==> config.mk <==
export PLATFORM = sky130hd
export DESIGN_NAME = i2c_bus_arbiter
export DESIGN_NICKNAME = d
export VERILOG_FILES = /design/src/rtl/i2c_arb_pkg.sv /design/src/rtl/i2c_arb_rr_pick.sv /design/src/rtl/i2c_bus_arbiter.sv
export SDC_FILE = /design/constraint.sdc
export NUM_CORES = 1
export LEC_CHECK = 0
export ABC_AREA = 1
export CAP_MARGIN = 20
export CELL_PAD_IN_SITES_DETAIL_PLACEMENT = 1
export CELL_PAD_IN_SITES_GLOBAL_PLACEMENT = 1
export CORE_MARGIN = 1.5
export CORE_UTILIZATION = 30
export DETAILED_ROUTE_END_ITERATION = 12
export PLACE_DENSITY = 0.75
export SLEW_MARGIN = 25
export SYNTH_ARGS = -nofsm -noshare
export SYNTH_HDL_FRONTEND = slang
export SYNTH_SLANG_ARGS = --single-unit
==> constraint.sdc <==
create_clock -name clk -period 3.9 [get_ports clk]
set_input_delay 0.585 -clock clk [delete_from_list [all_inputs] [get_ports clk]]
set_output_delay 0.585 -clock clk [all_outputs]
set_load 0.01 [all_outputs]
==> src/rtl/i2c_arb_pkg.sv <==
// rtl/i2c_arb_pkg.sv - shared types and widths for the I2C bus arbiter
// Purpose: arbiter FSM state encoding, field widths and the per-requester
//          transaction descriptor used by i2c_bus_arbiter and its picker.
// Ports:   none (package).
package i2c_arb_pkg;

    localparam int ADR_W   = 7;
    localparam int DATA_W  = 32;
    localparam int BYTES_W = 3;
    localparam int CH_W    = 4;
    localparam int GID_W   = 3;

    typedef enum logic [2:0] {
        S_IDLE     = 3'd0,
        S_ISSUE_WR = 3'd1,
        S_WAIT_WR  = 3'd2,
        S_ISSUE_RD = 3'd3,
        S_WAIT_RD  = 3'd4,
        S_RELEASE  = 3'd5
    } arb_state_e;

    typedef struct packed {
        logic [ADR_W-1:0]   adr;
        logic [DATA_W-1:0]  wr_data;
        logic [BYTES_W-1:0] wr_bytes;
        logic [BYTES_W-1:0] rd_bytes;
        logic [CH_W-1:0]    rd_channels;
    } arb_desc_t;

endpackage

==> src/rtl/i2c_arb_rr_pick.sv <==
// rtl/i2c_arb_rr_pick.sv - combinational round-robin picker
// Purpose: returns the first pending requester strictly after the pointer,
//          wrapping around, so the last owner has lowest priority.
// Ports:   i_pending  pending mask
//          i_ptr      index of the previous owner
//          o_idx      selected requester index
//          o_vld      at least one requester pending
module i2c_arb_rr_pick #(
    parameter int N_REQ = 2,
    parameter int IDX_W = 1
) (
    input  logic [N_REQ-1:0] i_pending,
    input  logic [IDX_W-1:0] i_ptr,
    output logic [IDX_W-1:0] o_idx,
    output logic             o_vld
);

    logic [2*N_REQ-1:0] w_dbl;
    logic [N_REQ-1:0]   w_rot;

    // Rotate the mask so bit 0 is the requester just after the pointer.
    always_comb begin
        w_dbl = {i_pending, i_pending} >> (int'(i_ptr) + 1);
        w_rot = w_dbl[N_REQ-1:0];
    end

    always_comb begin
        o_vld = 1'b0;
        o_idx = '0;
        for (int k = 0; k < N_REQ; k++) begin
            if (!o_vld && w_rot[k]) begin
                o_vld = 1'b1;
                o_idx = IDX_W'((int'(i_ptr) + 1 + k) % N_REQ);
            end
        end
    end

endmodule

==> src/rtl/i2c_bus_arbiter.sv <==
// rtl/i2c_bus_arbiter.sv - round-robin arbiter sharing one I2C master core
// Purpose: latches per-requester command pulses and descriptors into slots,
//          grants the master round-robin, replays write then read phases and
//          routes completion / read strobes back to the owner.
// Optional: I2C_ARB_TIMEOUT_EN enables a WAIT-state watchdog (TIMEOUT_CYC).
// Ports:   clk, reset                         clock, sync active-high reset
//          req_wr_flg/req_rd_flg              per-requester command pulses
//          req_adr/wr_data/wr_bytes/rd_bytes/rd_channels  packed descriptors
//          req_busy/req_done/req_err/req_rd_data_en       per-requester status
//          grant_id, grant_vld                current owner
//          m_wr_flg/m_rd_flg/m_adr/m_wr_data/m_wr_bytes/m_rd_bytes/m_rd_channels
//                                             command to the master core
//          m_rd_data_en, m_done               master status
module i2c_bus_arbiter
    import i2c_arb_pkg::*;
#(
    parameter int N_REQ       = 2,
    parameter int TIMEOUT_CYC = 4000000
) (
    input  logic                     clk,
    input  logic                     reset,
    input  logic [N_REQ-1:0]         req_wr_flg,
    input  logic [N_REQ-1:0]         req_rd_flg,
    input  logic [ADR_W*N_REQ-1:0]   req_adr,
    input  logic [DATA_W*N_REQ-1:0]  req_wr_data,
    input  logic [BYTES_W*N_REQ-1:0] req_wr_bytes,
    input  logic [BYTES_W*N_REQ-1:0] req_rd_bytes,
    input  logic [CH_W*N_REQ-1:0]    req_rd_channels,
    output logic [N_REQ-1:0]         req_busy,
    output logic [N_REQ-1:0]         req_done,
    output logic [N_REQ-1:0]         req_err,
    output logic [N_REQ-1:0]         req_rd_data_en,
    output logic [GID_W-1:0]         grant_id,
    output logic                     grant_vld,
    output logic                     m_wr_flg,
    output logic                     m_rd_flg,
    output logic [ADR_W-1:0]         m_adr,
    output logic [DATA_W-1:0]        m_wr_data,
    output logic [BYTES_W-1:0]       m_wr_bytes,
    output logic [BYTES_W-1:0]       m_rd_bytes,
    output logic [CH_W-1:0]          m_rd_channels,
    input  logic                     m_rd_data_en,
    input  logic                     m_done
);

    localparam int SEL_W = (N_REQ > 1) ? $clog2(N_REQ) : 1;

    arb_state_e       r_state, w_next_state;
    arb_desc_t        w_req_desc  [N_REQ];
    arb_desc_t        r_slot_desc [N_REQ];
    logic [N_REQ-1:0] r_slot_vld, r_slot_wr, r_slot_rd;
    logic [N_REQ-1:0] r_req_err;
    logic [N_REQ-1:0] w_owner_oh;
    logic [SEL_W-1:0] r_rr_ptr, r_grant_id, w_pick_idx;
    logic             w_pick_vld;
    logic             r_grant_vld;
    logic             r_abort;
    arb_desc_t        r_m_desc;
    logic             w_timeout;

    always_comb begin
        for (int i = 0; i < N_REQ; i++) begin
            w_req_desc[i].adr         = req_adr[ADR_W*i +: ADR_W];
            w_req_desc[i].wr_data     = req_wr_data[DATA_W*i +: DATA_W];
            w_req_desc[i].wr_bytes    = req_wr_bytes[BYTES_W*i +: BYTES_W];
            w_req_desc[i].rd_bytes    = req_rd_bytes[BYTES_W*i +: BYTES_W];
            w_req_desc[i].rd_channels = req_rd_channels[CH_W*i +: CH_W];
        end
    end

    i2c_arb_rr_pick #(
        .N_REQ (N_REQ),
        .IDX_W (SEL_W)
    ) u_pick (
        .i_pending (r_slot_vld),
        .i_ptr     (r_rr_ptr),
        .o_idx     (w_pick_idx),
        .o_vld     (w_pick_vld)
    );

    assign w_owner_oh = {{(N_REQ-1){1'b0}}, 1'b1} << r_grant_id;

    // Slot capture. The owner's slot stays full until RELEASE ends, so a
    // pulse during service or in the RELEASE cycle itself is rejected.
    always_ff @(posedge clk) begin
        if (reset) begin
            r_slot_vld <= '0;
            r_slot_wr  <= '0;
            r_slot_rd  <= '0;
            r_req_err  <= '0;
        end else begin
            r_req_err <= w_timeout ? w_owner_oh : '0;
            for (int i = 0; i < N_REQ; i++) begin
                if (req_wr_flg[i] || req_rd_flg[i]) begin
                    if (r_slot_vld[i]) begin
                        r_req_err[i] <= 1'b1;
                    end else begin
                        r_slot_vld[i]  <= 1'b1;
                        r_slot_wr[i]   <= req_wr_flg[i];
                        r_slot_rd[i]   <= req_rd_flg[i];
                        r_slot_desc[i] <= w_req_desc[i];
                    end
                end
            end
            if (r_state == S_RELEASE) begin
                r_slot_vld[r_grant_id] <= 1'b0;
            end
        end
    end

    always_ff @(posedge clk) begin
        if (reset) begin
            r_state <= S_IDLE;
        end else begin
            r_state <= w_next_state;
        end
    end

    always_comb begin
        w_next_state = r_state;
        m_wr_flg     = 1'b0;
        m_rd_flg     = 1'b0;
        case (r_state)
            S_IDLE: begin
                if (w_pick_vld) begin
                    w_next_state = r_slot_wr[w_pick_idx] ? S_ISSUE_WR : S_ISSUE_RD;
                end
            end
            S_ISSUE_WR: begin
                m_wr_flg     = 1'b1;
                w_next_state = S_WAIT_WR;
            end
            S_WAIT_WR: begin
                if (w_timeout) begin
                    w_next_state = S_RELEASE;
                end else if (m_done) begin
                    w_next_state = r_slot_rd[r_grant_id] ? S_ISSUE_RD : S_RELEASE;
                end
            end
            S_ISSUE_RD: begin
                m_rd_flg     = 1'b1;
                w_next_state = S_WAIT_RD;
            end
            S_WAIT_RD: begin
                if (w_timeout || m_done) begin
                    w_next_state = S_RELEASE;
                end
            end
            S_RELEASE: begin
                w_next_state = S_IDLE;
            end
            default: begin
                w_next_state = S_IDLE;
            end
        endcase
    end

    // Grant and master fields are loaded once at grant time; the slot cannot
    // change while owned, so this matches driving them from the slot in ISSUE.
    always_ff @(posedge clk) begin
        if (reset) begin
            r_grant_vld <= 1'b0;
            r_grant_id  <= '0;
            r_rr_ptr    <= SEL_W'(N_REQ - 1);
            r_m_desc    <= '0;
            r_abort     <= 1'b0;
        end else begin
            if (r_state == S_IDLE && w_pick_vld) begin
                r_grant_vld <= 1'b1;
                r_grant_id  <= w_pick_idx;
                r_m_desc    <= r_slot_desc[w_pick_idx];
                r_abort     <= 1'b0;
            end
            if (w_timeout) begin
                r_abort <= 1'b1;
            end
            if (r_state == S_RELEASE) begin
                r_grant_vld <= 1'b0;
                r_rr_ptr    <= r_grant_id;
            end
        end
    end

`ifdef I2C_ARB_TIMEOUT_EN
    logic [31:0] r_wd_cnt;
    logic        w_in_wait;

    assign w_in_wait = (r_state == S_WAIT_WR) || (r_state == S_WAIT_RD);

    always_ff @(posedge clk) begin
        if (reset || !w_in_wait || (w_next_state != r_state)) begin
            r_wd_cnt <= '0;
        end else begin
            r_wd_cnt <= r_wd_cnt + 32'd1;
        end
    end

    // A completion arriving on the last allowed cycle still wins.
    assign w_timeout = w_in_wait && !m_done && (r_wd_cnt == 32'(TIMEOUT_CYC - 1));
`else
    logic w_unused_timeout;
    assign w_unused_timeout = (TIMEOUT_CYC == 0);
    assign w_timeout        = 1'b0;
`endif

    assign req_busy       = r_slot_vld;
    assign req_err        = r_req_err;
    assign req_done       = (r_state == S_RELEASE && !r_abort) ? w_owner_oh : '0;
    assign req_rd_data_en = {N_REQ{m_rd_data_en & r_grant_vld}} & w_owner_oh;
    assign grant_vld      = r_grant_vld;
    assign grant_id       = GID_W'(r_grant_id);
    assign m_adr          = r_m_desc.adr;
    assign m_wr_data      = r_m_desc.wr_data;
    assign m_wr_bytes     = r_m_desc.wr_bytes;
    assign m_rd_bytes     = r_m_desc.rd_bytes;
    assign m_rd_channels  = r_m_desc.rd_channels;

endmodule

* Yosys cells after proc, flatten, opt, wreduce, memory -nomap -nowiden
Memories as Yosys holds them, arrays and structs flattened. A register that Yosys moved wholly into a read port is not among the register bits.
Cells that the tools add are included.
** Operators by class
- Muxes and demuxes :: 34
- Add/subtract/negate cells :: 2
- Eq/ne operators :: 8
- Reduce and logical (&&, ||, !) cells :: 13
- Bitwise logic cells :: 8
- Shift-type cells :: 2
- Order comparisons :: 3
** Operators with widths (count)
- $mux W1 :: 25
- $pmux W3 S5 :: 1
- $mux W3 :: 4
- $eq A3 B2 Y1 const B :: 2
- $eq A3 B3 Y1 const B :: 2
- $mux W2 :: 3
- $ne A2 B2 Y1 const B :: 3
- $reduce_or A2 Y1 :: 3
- $and A2 B2 Y2 :: 2
- $lt A1 B2 Y1 const B :: 2
- $not A1 Y1 :: 4
- $reduce_and A2 Y1 :: 2
- $shr A4 B2 Y2 :: 1
- $eq A3 B1 Y1 const B :: 1
- $logic_and A1 B1 Y1 :: 3
- $logic_not A3 Y1 :: 1
- $reduce_and A3 Y1 :: 1
- $add A1 B1 Y2 const B :: 1
- $logic_or A1 B1 Y1 :: 2
- $not A2 Y2 :: 1
- $shl A1 B1 Y2 const A :: 1
- $add A1 B1 Y1 const B :: 1
- $and A1 B1 Y1 :: 1
- $demux W1 S1 :: 1
- other kinds (2) :: 2
** Storage, ports and cells
- Memory bits (writable) :: 98
- Memories kept :: 1
- Register bits after elaboration :: 14
- Output and inout port bits :: 63
- Word-level logic and storage cells :: 82
- Bits of input ports :: 106
** Memories
- r_slot_desc :: depth 2, bits a word 49, read ports 1, clocked after Yosys merged registers in 1, wr ports 2, line i2c_bus_arbiter.sv:50 : arb_desc_t r_slot_desc [N_REQ];

* Logic depth before layout (Yosys ltp)
Gate-level depths: netlist (run 1).
- Depth in word-level cells :: 11
- Depth in mapped cells :: 8

* Hierarchy
From an unflattened synthesis (run 1), not the netlist that was laid out.
** Unflattened totals
- Cell total of the unflattened synthesis :: 578
- Area, all modules :: 6064.6 um^2
** By module, submodules not included
- i2c_bus_arbiter :: seq. area each 4204.0 um^2, times used 1, cells an instance 575, area each 6049.6 um^2
- i2c_arb_rr_pick :: seq. area each 0.0 um^2, times used 1, cells an instance 3, area each 15.0 um^2

* Worst setup path before layout (run 1)
No wires, ideal clock.
- Kind :: input to register
- From :: input port req_rd_flg[0]
- To :: memory r_slot_desc[0][0] in the netlist's numbering, enable pin
- Path slack :: 574 ps
- Data required time :: 3444 ps
- Arrival :: 2871 ps
- Stages :: 4
- Library setup time :: 456 ps
- Cells stage by stage :: nor2_1 -> nor2_1 -> inv_1 -> nor2_1
** RTL lines
- from (decl) :: line i2c_bus_arbiter.sv:23 : input logic [N_REQ-1:0] req_rd_flg,
- to (decl) :: line i2c_bus_arbiter.sv:50

* Worst setup path after layout (run 1)
- From :: register r_state[0]
- To :: output port req_done[0]
** Between the ends
- Cells in the longest elaborated chain, start to end :: 2
** Ends and longest elaborated chain
- from (decl) :: line i2c_bus_arbiter.sv:48 : arb_state_e r_state, w_next_state;
- from (signal assigned) :: line i2c_bus_arbiter.sv:115 : r_state <= w_next_state;
- $eq A3 B3 Y1 :: line i2c_bus_arbiter.sv:208 : assign req_done = (r_state == S_RELEASE && !r_abort) ? w_owner_oh : '0;
- $mux W2 :: line i2c_bus_arbiter.sv:208
- to (decl) :: line i2c_bus_arbiter.sv:30 : output logic [N_REQ-1:0] req_done,
Every way passes these cells.

==> flow_summary.json, run 1 <==
{
  "finalSetupViolations": 0,
  "routabilityCongestion": 0.8093,
  "drt_pre_antenna_iters": 4,
  "antenna_cells": 0,
  "grt_pass1_wl_mm": 24.40,
  "max_freq_mhz": 411.1,
  "synth_warnings": 0,
  "critPathKind": "reg -> out",
  "finClkSkew_ns": 0.009854,
  "critical_path.startpoint_type": "flop",
  "remaining_drc_errors": 0,
  "grt_pass1_vias": 4754,
  "hold_slack_ns": 0.4679,
  "rows": 51,
  "yosys.area.top_type": "edfxtp_1",
  "syn_inst": 518,
  "grt_max_degree": 101,
  "rr_worst_depth": 4,
  "ys_ff_latch": 161,
  "postCtsSetupRepairBufs": 0,
  "cap_violations": 0,
  "crit_arrival_ns": 1.85,
  "cts_made_buffers": 17,
  "rsz0062_at_grt": "false",
  "synth.avg_cell_area_um2": 11.44,
  "relSlewSlack_pct": 33.93,
  "required_ns": 3.31,
  "p_per_area_mw_per_mm2": 618.4,
  "die_height_um": 143.6,
  "vias": 4328,
  "hold_violations": 0,
  "holdBufCountCts": 0,
  "worst_pin_slew_ns": 0.9897,
  "ir_drop_uv": 321.3,
  "yosysTopAreaCellShare_pct": 49.64,
  "placed_cell_area_mm2": 0.007816,
  "min_from": "m_adr[3]",
  "drive_gt1_share_pct": 13.01,
  "grt-ovfl-total": 0,
  "vias_per_cell": 4.522,
  "fin_crit_ns": 2.432,
  "syn_area_mm2": 0.005928,
  "ys_types": 26,
  "synth_area_leaders": "edfxtp_1 50%, dfxtp_1 21%, nor2_2 5.2%",
  "final_nets": 785,
  "critPathMaxFanout": 5,
  "power.leakage_nw": 2.941,
  "start_util_pct": 30.56,
  "yosysSeqAreaShare_pct": 70.92,
  "cts_tree": "yes",
  "port_buffers": 166,
  "cts-htree-levels": 4,
  "tns_ns": 0,
  "clock_sinks": 161,
  "rr_endpoint": "m_wr_data[1]",
  "synth_edf_count": 98,
  "min_path_cells": 2,
  "antenna_found_initial": 0,
  "synth_async_sr_flop_share_pct": 0,
  "die_width_um": 143.6,
  "clkSlewWorstSetupHoldPaths_ns": 0.06,
  "whs_endpoint": "m_adr[3]",
  "fin_ws_ns": 1.468,
  "ioPinCount": 169,
  "hold_path.class": "reg -> reg",
  "clk_path_buf_depth": 2,
  "place_ws_ns": 1.143,
  "grt.total_usage_pct": 15.98,
  "synthFlopType": "edfxtp_1",
  "fin_crit_sh_pct": 62.37,
  "ys_top_cells_by_count": "98 x edfxtp_1, 68 x nor2_1, 65 x nand2_1",
  "dp_hpwl_mm": 10.66,
  "r2r_start": "req_busy[1]",
  "outcome": "finished, final reports clean",
  "cts_root_buffer": "clkbuf_16",
  "r2r_setup_slack_ns": 1.73,
  "cts-resized-gates": 0,
  "wirelength_mm": 15.87,
  "critPathCaptureType": "primary output",
  "area_delta_synth_final_pct": 41.62,
  "antenna_left": 0,
  "clkLatencyLatePin_ns": 0.42,
  "coreArea_mm2": 0.01940,
  "drt-initial-drc-count": 165,
  "die_area_mm2": 0.02061,
  "yosysMostFrequentCell": "edfxtp_1",
  "design_area_mm2": 0.008396,
  "slew_viol_final": 0,
  "wire_per_inst_um": 16.58
}
per-stage QoR:
step / total power, W / instances / utilization, %
after floorplan: 0.002989 / 519 / -
after global placement: 0.003519 / 925 / 40.29
after detailed placement: 0.003588 / 925 / 40.29
after CTS: 0.005257 / 957 / 43.28
after global routing: 0.005463 / 957 / 43.28
final: 0.005192 / 957 / 43.28
per-layer routing:
metal | routed length [um] | global-route usage (%) | vias up | part of all wire, %
li1 | - | - | 2080 | -
met1 | 6609 | 18.24 | 2108 | 42
met2 | 8358 | 28.80 | 120 | 53
met3 | 633 | 3.366 | 20 | 4.0
met4 | 269 | 6.874 | 0 | 1.7
met5 | 0 | 0 | - | 0
report_power, final:
part	switching, W	internal (W)	leakage, nW
sequential	0.000135	0.00204	1.43
clock	0.000652	0.00100	0.273
combinational	0.000741	0.000622	1.23
total	0.00153	0.00366	2.94
sequential cells by signal (all words and copies together) (netlist names):
signal         cells
r_grant_id         1
r_slot_desc       98
m_wr_bytes         3
req_err            2
grant_vld          1
m_rd_bytes         3
m_wr_data         32
r_slot_wr          2
r_state            3
req_busy           2
r_rr_ptr           1
r_slot_rd          2
m_adr              7
m_rd_channels      4
worst max path at each step:
stage | cells past startpoint | to | slack, ns | startpoint
after global routing | 4 | req_done[0] | 1.31 | r_state[1]
after CTS | 4 | req_done[0] | 1.43 | r_state[1]
after detailed placement | 6 | r_slot_desc[1][38] | 1.14 | req_wr_flg[1]
after global placement | 6 | r_slot_desc[1][38] | 1.29 | req_wr_flg[1]
after floorplan | 4 | r_slot_desc[0][0] | 0.57 | req_rd_flg[0]
final | 3 | req_done[0] | 1.47 | r_state[0]
final cells by class:
type                    instances  area [um2]
multi-input cells             313        1506
fillers                      2138       11000
well taps                     265       331.6
repair buffers                170        1712
inverters                      16       62.56
flip-flops and latches        161        4204
clock buffers                  21       440.4
clock inverters                11       138.9
cell families (layout without fill, tap and decap cells):
group           after synthesis  after routing  synth area share, %
compound gates              114            114                9.709
buf+inv                      45            218                4.031
flops                       161            161                70.92
other cells                   1              2              0.06326
simple gates                197            197                15.28
cell usage in the layout (no fill, tap or decap), types with 3 or more instances in the layout:
cell type and instances:
edfxtp_1 98, nand3_1 5, bufinv_16 3, o21ai_1 49
a21oi_1 55, o21ai_0 8, nand2_1 64, nor3_1 5
nor2_1 66, nor2_2 49, inv_2 3, clkbuf_16 17
dfxtp_1 63, clkinvlp_4 3, nor2_4 3, clkdlybuf4s50_1 165
clkbuf_1 4, inv_1 12
worst max-delay path, cell delays in order (launching register included):
cell and delay, ns:
dfxtp_1 0.43, nand3_1 0.25, nor2_1 0.19, clkdlybuf4s50_1 0.56
Power figures use the tool's default switching activity.
==> inputs of run 2 (changes only) <==
==> constraint.sdc (replaced) <==
create_clock -name clk -period 2.5 [get_ports clk]
set_input_delay 0.375 -clock clk [delete_from_list [all_inputs] [get_ports clk]]
set_output_delay 0.375 -clock clk [all_outputs]
set_load 0.01 [all_outputs]
==> flow_summary.json, run 2 (synthesis gave the netlist of run 1 again) <==
{
  "outcome": "finished, final reports clean",
  "dp_cells": 927,
  "holdBufCountCts": 0,
  "port_buffers": 166,
  "n_fill_cell": 2125,
  "multi_input_area_mm2": 0.001506,
  "routabilityCongestion": 0.7774,
  "worst_pin_slew_ns": 0.8281,
  "start_util_pct": 30.56,
  "antenna_cells": 0,
  "finalSetupViolations": 0,
  "power.leakage_nw": 2.957,
  "max_freq_mhz": 447.4,
  "clkLatencyLatePin_ns": 0.41,
  "p_per_area_mw_per_mm2": 952.5,
  "die_width_um": 143.6,
  "cap_violations": 0,
  "relSlewSlack_pct": 44.79,
  "postCtsSetupRepairBufs": 0,
  "clk_path_buf_depth": 2,
  "wirelength_mm": 15.79,
  "instances_no_fill": 959,
  "antenna_found_initial": 0,
  "drt-initial-drc-count": 184,
  "largest_reg_flops": 98,
  "rr_worst_depth": 6,
  "cts-resized-gates": 0,
  "die_height_um": 143.6,
  "crit_arrival_ns": 1.86,
  "drive_gt1_share_pct": 13.98,
  "critPathCaptureType": "primary output",
  "min_path_cells": 2,
  "remaining_drc_errors": 0,
  "fin_crit_ns": 2.235,
  "hold_path.class": "reg -> reg",
  "tns_ns": 0,
  "required_ns": 2.12,
  "ir_drop_uv": 548.9,
  "fin_crit_sh_pct": 89.41,
  "vias": 4338,
  "crit_chain": "inv_1 -> nand3_1 -> nor2_1 -> clkdlybuf4s50_1",
  "vias_per_cell": 4.523,
  "clock_sinks": 161,
  "path_buf_inv": 2,
  "wire_per_inst_um": 16.46,
  "final_cell_mix": "165 x clkdlybuf4s50_1, 98 x edfxtp_1, 66 x nor2_1",
  "critical_path.startpoint_type": "flop",
  "cts_tree": "yes",
  "regMostFlops": "r_slot_desc",
  "rr_endpoint": "m_wr_data[12]",
  "slew_viol_final": 0,
  "min_from": "r_slot_rd[0]",
  "cp_slowest_cell": "clkdlybuf4s50_1",
  "antenna_left": 0,
  "seq_area_mm2": 0.004204,
  "grt_max_degree": 101,
  "critPathTopFamily": "buffers and inverters",
  "hold_violations": 0,
  "clkSlewWorstSetupHoldPaths_ns": 0.06,
  "ioPinCount": 169,
  "slowest_delay_ns": 0.56,
  "coreArea_mm2": 0.01940,
  "cts_made_buffers": 17,
  "rows": 51,
  "startpoint": "r_state[1]",
  "whs_endpoint": "r_slot_rd[0]",
  "grt_pass1_vias": 4676,
  "grt.total_usage_pct": 15.78,
  "dp_hpwl_mm": 10.57,
  "drt_pre_antenna_iters": 4,
  "critPathMaxFanout": 6,
  "grt_pass1_wl_mm": 24.34,
  "die_area_mm2": 0.02061,
  "r2r_start": "req_busy[1]",
  "final_common_cell": "clkdlybuf4s50_1",
  "cts_root_buffer": "clkbuf_16",
  "r2r_setup_slack_ns": 0.69,
  "cts-htree-levels": 4,
  "critPathKind": "reg -> out",
  "finClkSkew_ns": 0.01161,
  "final_nets": 787,
  "grt-ovfl-total": 0,
  "area_delta_synth_final_pct": 41.58,
  "rsz0062_at_grt": "false"
}
-- run 2: where the power goes --
group	internal [W]	leakage (nW)	total [W]	switching, W
clock	0.00139	0.278	0.00248	0.00109
sequential	0.00318	1.43	0.00338	0.000199
combinational	0.000974	1.24	0.00213	0.00116
-- run 2: worst min-delay path: cells and delay by family (launching register included) --
family | cells | cell delay (ns)
compound gates | 1 | 0.06
buf+inv | 1 | 0.06
flops | 1 | 0.30
-- run 2: worst max path at each step --
stage | to | depth (start not counted)
floorplan | r_slot_desc[0][0] | 2
CTS | req_done[0] | 3
global route | req_done[0] | 3
global placement | req_rd_data_en[1] | 4
detailed placement | r_slot_desc[0][3] | 6
finish | req_done[0] | 4
-- run 2: metal layers --
metal | routed length [um] | global-route usage, % | vias up
met5 | 0 | 0 | -
met4 | 235 | 6.337 | 0
met3 | 730 | 4.065 | 14
met2 | 8260 | 28.31 | 119
met1 | 6560 | 17.83 | 2118
li1 | - | - | 2087
-- run 2: cell type report --
type                    instances  share of cell area [%]
repair buffers                172                   20.57
multi-input cells             313                   17.95
inverters                      16                  0.7454
well taps                     265                   3.951
flip-flops and latches        161                   50.09
clock inverters                14                   1.580
clock buffers                  18                   5.113
-- run 2: through the flow --
step	hold slack [ns]	setup WS [ns]	instance area [um2]	power (W)	util [%]
CTS	0.4672	0.2388	8393	0.008144	43.27
finish	0.4641	0.2649	8393	0.007995	43.27
global route	0.4770	0.1181	8393	0.008450	43.27
detailed placement	0.4570	0.4877	7831	0.005609	40.37
global placement	0.4353	0.5605	7831	0.005495	40.37
floorplan	0.4260	0.1982	5937	0.004661	-
